<file path="src/rtl/change_dispenser.sv">
// change_dispenser: greedy coin payout FSM with per-denomination
// hopper inventory, restocking and shortfall fault reporting.
module change_dispenser #(
  parameter int INV_W    = 6,
  parameter int INIT_INV = 20
) (
  input  logic             clk,
  input  logic             reset,
  input  logic             refund,
  input  logic [7:0]       credit,
  input  logic             coin_ack,
  input  logic             load,
  input  logic [1:0]       load_type,
  input  logic [INV_W-1:0] load_count,
  output logic             clear_credit,
  output logic             coin_valid,
  output logic [1:0]       coin_type,
  output logic             busy,
  output logic             done,
  output logic             error,
  output logic [7:0]       shortfall,
  output logic [INV_W-1:0] inv_p,
  output logic [INV_W-1:0] inv_n,
  output logic [INV_W-1:0] inv_d,
  output logic [INV_W-1:0] inv_q
);

  typedef enum logic [2:0] {
    S_IDLE,
    S_SELECT,
    S_ISSUE,
    S_DONE,
    S_FAULT
  } state_t;

  localparam logic [INV_W-1:0] INIT_V = INV_W'(INIT_INV);

  state_t           state_q;
  logic [7:0]       rem_q;
  logic [INV_W-1:0] stock_q [4];

  logic             sel_ok_d;
  logic [1:0]       sel_type_d;
  logic [INV_W:0]   ld_sum_d;
  logic [INV_W-1:0] ld_new_d;

  function automatic logic [7:0] coin_val(input logic [1:0] t);
    logic [7:0] v;
    unique case (t)
      2'd0:    v = 8'd1;
      2'd1:    v = 8'd5;
      2'd2:    v = 8'd10;
      default: v = 8'd25;
    endcase
    return v;
  endfunction

  // Largest denomination that fits the remainder and is in stock.
  always_comb begin
    sel_ok_d   = 1'b1;
    sel_type_d = 2'd0;
    if (rem_q >= 8'd25 && stock_q[3] != '0)
      sel_type_d = 2'd3;
    else if (rem_q >= 8'd10 && stock_q[2] != '0)
      sel_type_d = 2'd2;
    else if (rem_q >= 8'd5 && stock_q[1] != '0)
      sel_type_d = 2'd1;
    else if (rem_q != 8'd0 && stock_q[0] != '0)
      sel_type_d = 2'd0;
    else
      sel_ok_d = 1'b0;
  end

  // A carry out of the sum means the counter would exceed its maximum.
  always_comb begin
    ld_sum_d = {1'b0, stock_q[load_type]} + {1'b0, load_count};
    ld_new_d = ld_sum_d[INV_W] ? '1 : ld_sum_d[INV_W-1:0];
  end

  always_ff @(posedge clk) begin
    if (!reset) begin
      state_q      <= S_IDLE;
      rem_q        <= 8'd0;
      clear_credit <= 1'b0;
      coin_valid   <= 1'b0;
      coin_type    <= 2'd0;
      busy         <= 1'b0;
      done         <= 1'b0;
      error        <= 1'b0;
      shortfall    <= 8'd0;
      for (int i = 0; i < 4; i++)
        stock_q[i] <= INIT_V;
    end else begin
      clear_credit <= 1'b0;
      done         <= 1'b0;
      unique case (state_q)
        S_IDLE: begin
          if (load)
            stock_q[load_type] <= ld_new_d;
          if (refund) begin
            busy <= 1'b1;
            if (credit != 8'd0) begin
              rem_q        <= credit;
              clear_credit <= 1'b1;
              state_q      <= S_SELECT;
            end else begin
              done    <= 1'b1;
              state_q <= S_DONE;
            end
          end
        end
        S_SELECT: begin
          if (rem_q == 8'd0) begin
            done    <= 1'b1;
            state_q <= S_DONE;
          end else if (sel_ok_d) begin
            coin_type  <= sel_type_d;
            coin_valid <= 1'b1;
            state_q    <= S_ISSUE;
          end else begin
            error     <= 1'b1;
            shortfall <= rem_q;
            state_q   <= S_FAULT;
          end
        end
        S_ISSUE: begin
          if (coin_ack) begin
            rem_q <= rem_q - coin_val(coin_type);
            stock_q[coin_type] <=
              stock_q[coin_type] - 1'b1;
            coin_valid <= 1'b0;
            state_q    <= S_SELECT;
          end
        end
        S_DONE: begin
          busy    <= 1'b0;
          state_q <= S_IDLE;
        end
        S_FAULT: begin
          if (load) begin
            stock_q[load_type] <= ld_new_d;
            error     <= 1'b0;
            shortfall <= 8'd0;
            state_q   <= S_SELECT;
          end
        end
        default: begin
          state_q <= S_IDLE;
        end
      endcase
    end
  end

  assign inv_p = stock_q[0];
  assign inv_n = stock_q[1];
  assign inv_d = stock_q[2];
  assign inv_q = stock_q[3];

endmodule

</file>
<file path="config.mk">
export PLATFORM = sky130hd
export DESIGN_NAME = change_dispenser
export DESIGN_NICKNAME = d
export VERILOG_FILES = /design/src/rtl/change_dispenser.sv
export SDC_FILE = /design/constraint.sdc
export NUM_CORES = 1
export LEC_CHECK = 0
export CAP_MARGIN = 20
export CORE_AREA = 2 2 78 80
export DETAILED_ROUTE_END_ITERATION = 16
export DIE_AREA = 0 0 80 82
export PLACE_DENSITY = 0.95
export SLEW_MARGIN = 40
export SYNTH_ARGS = -nofsm -noshare
export SYNTH_HDL_FRONTEND = slang
export SYNTH_SLANG_ARGS = --single-unit
</file>
<file path="constraint.sdc">
create_clock -name clk -period 6.95 [get_ports clk]
set_input_delay 0.695 -clock clk [delete_from_list [all_inputs] [get_ports clk]]
set_output_delay 0.695 -clock clk [all_outputs]
set_load 0.005 [all_outputs]
</file>
==> impl_metrics.toml <==
[cells_and_area]
areaGrowthSynthToFinish_pct = 24.6
final_cell_mix = "clkdlybuf4s50_1, nor2_1, dfxtp_1"
regArea_um2 = 1280
final_common_cell = "clkdlybuf4s50_1"
n_fill_cell = 428
nNetsFinal = 418
antenna_cells = 0
finish.utilization_pct = 67.9
drive_gt1_share_pct = 9.38
multi_input_area_um2 = 1720

[global_routing]
gr-total-overflow = 0
met1_usage_pct = 34.4
grt_pass1_vias = 2709
grt_antenna_before_repair = 0
grt_use_met2_pct = 43.3
use_met3_pct = 5.82
grt_max_degree = 21
grt_use_total_pct = 26.7
busiest_layer = "met2"
grt_pass1_wl_mm = 13.3

[critical_path]
crit_type = "in -> reg"
r2r-start = "stock_q[3][0]$_DFFE_PP_"
cp_data_required_time_ns = 6.98
crit_fanout = 7
r2r_end = "stock_q[2][4]$_SDFFCE_PN1P_"
critPathArrivalTime_ns = 3.83
reg2reg_slack_ns = 3.87
crit_path_end_kind = "register"
start_kind = "input port"
rr_worst_depth = 10

[placement]
gp_congestion = 0.964
dpl.hpwl_mm = 6.43
port_buffers = 59

[sta]
maxSlewHeadroom_pct = 52.9
min_period_over_period_pct = 54.7
skew_ns = 0.0105
fin_crit_ns = 3.80
setup_violations = 0
worst_pin_slew_ns = 0.704
drv_slew = 0
tns_ns = 0
hold_viol_final = 0
fmax_mhz = 263
rsz0062_at_grt = "false"

[clocking]
clock_path_buffers = 2
clkLatencyLatePin_ns = 0.31
cts_buffers = 5
cts_setup_buffers = 0
worst_setup_hold_path_clk_slew_ns = 0.10
cts-root-buf = "clkbuf_8"
clock-sinks = 52
holdBufCountCts = 0
post_cts_resize_count = 0
h-tree-depth = 2
tritoncts = "done"

[detailed_routing]
drt_first_iter_violations = 357
antenna_left = 0
dr.pass1.iters = 5
viasPerCell = 6.31
wl_per_cell_um = 18.8
totalWireLength_mm = 8.65
route.detailed.drc = 0
vias = 2898

[synth]
ys_ff_latch = 52
synth_top_flop_cell = "dfxtp_1"
synth-edff-count = 24
yosys_warnings = 0
synth-seq-area-share_pct = 40.9
syn_area_per_cell_um2 = 9.58
synthArstFlopShare_pct = 0
synth_nets = 362
synthCells = 327
yosysUniqueCellTypes = 55
syn-cell-area_um2 = 3130

[job]
maxCapViolations = 0

[pwr]
totalPowerFinal_uw = 1410
pwr_density_cell_nw_per_um2 = 361
p_leak_uw = 0.00142
peakVddDrop_mv = 0.238

[floorplan]
initial_utilization_pct = 54.5
fp.dieW_um = 80
ioPinCount = 60
fp.dieH_um = 82
core_um2 = 5750
rows = 28
dieArea_um2 = 6560

[hold_path]
hold_path_class = "reg -> reg"
hold-path-cell-count = 2
min_to = "error$_SDFFE_PN0P_"
hold_start = "error$_SDFFE_PN0P_"

[status]
status = "finished, final reports clean"
[critical path, cell delays in order]
cell             delay [ns]
clkdlybuf4s50_1        0.74
mux4_2                 0.56
ha_1                   0.21
inv_1                  0.07
fa_1                   0.19
nor2b_1                0.07
o31a_1                 0.27
o22a_1                 0.26
or3_1                  0.41
o21ai_1                0.21
nand3_1                0.14
[state kept, by name, summed over array words and instances, names as in the netlist, named ones only]
register      count
stock_q          24
rem_q             8
shortfall         8
state_q           3
coin_type         2
busy              1
clear_credit      1
coin_valid        1
done              1
error             1
[through the flow]
| step | area, um2 | hold WS, ns | setup WS (ns) | cells |
|---|---|---|---|---|
| global route | 3900 | 0.478 | 3.00 | 459 |
| detailed placement | 3770 | 0.449 | 2.90 | 451 |
| global placement | 3770 | 0.441 | 3.03 | 451 |
| CTS | 3900 | 0.462 | 3.19 | 459 |
| finish | 3900 | 0.458 | 3.15 | 459 |
| floorplan | 3130 | 0.446 | 3.54 | 327 |
[routing by layer]
layer	up-vias	part of all wire (%)
li1	1318	-
met1	1371	40
met2	171	48
met3	38	8.7
met4	0	3.6
met5	-	0
[synth_stat cells, types with 6 or more instances]
library cell / number / area [um2]
inv_1: 23 / 86.3
nor2b_1: 6 / 37.5
mux4_2: 12 / 270
dfxtp_1: 28 / 561
ha_1: 12 / 150
nor4_1: 7 / 43.8
a21oi_1: 14 / 70.1
nand3_1: 18 / 90.1
o21ai_0: 15 / 75.1
edfxtp_1: 24 / 721
nand2_1: 26 / 97.6
o21ai_2: 8 / 70.1
nor3_1: 7 / 35.0
a31oi_1: 6 / 37.5
clkbuf_1: 9 / 33.8
nand2b_1: 7 / 43.8
nor2_1: 36 / 135
[where the power goes]
part / switching, uW / leakage [uW] / internal, uW
Clock: 104 / 0.0000618 / 115
Sequential: 116 / 0.000450 / 395
Combinational: 375 / 0.000907 / 305
Total: 594 / 0.00142 / 816
[logic make-up (layout without fill, tap and decap cells)]
| logic type | count (synthesis) | in the layout | share of synthesized area, % |
|---|---|---|---|
| AND/OR/NAND/NOR | 127 | 127 | 20.2 |
| AO/OA/AOI/OAI | 77 | 77 | 16.7 |
| flip-flops | 52 | 52 | 40.9 |
| buffers and inverters | 35 | 92 | 4.47 |
| adder cells (fa/ha/maj) | 15 | 15 | 6.39 |
| multiplexers | 15 | 15 | 9.63 |
| XOR/XNOR | 6 | 6 | 1.68 |
[worst max path at each step]
stage                      start                          end  slack, ns
floorplan           load_type[0]  stock_q[0][4]$_SDFFCE_PN1P_       3.54
global placement    load_type[0]  stock_q[0][4]$_SDFFCE_PN1P_       3.03
detailed placement  load_type[0]  stock_q[2][4]$_SDFFCE_PN1P_       2.90
CTS                 load_type[0]  stock_q[2][4]$_SDFFCE_PN1P_       3.19
global route        load_type[0]  stock_q[0][2]$_SDFFCE_PN1P_       3.00
finish              load_type[0]  stock_q[2][4]$_SDFFCE_PN1P_       3.15
[area by class of cell]
class | count | area share, %
Tap cell | 75 | 2.40
Inverter | 24 | 2.31
Multi-Input combinational cell | 240 | 44.0
Sequential cell | 52 | 32.8
Clock buffer | 8 | 3.14
Timing Repair Buffer | 60 | 15.3
Power figures use the tool's default switching activity.
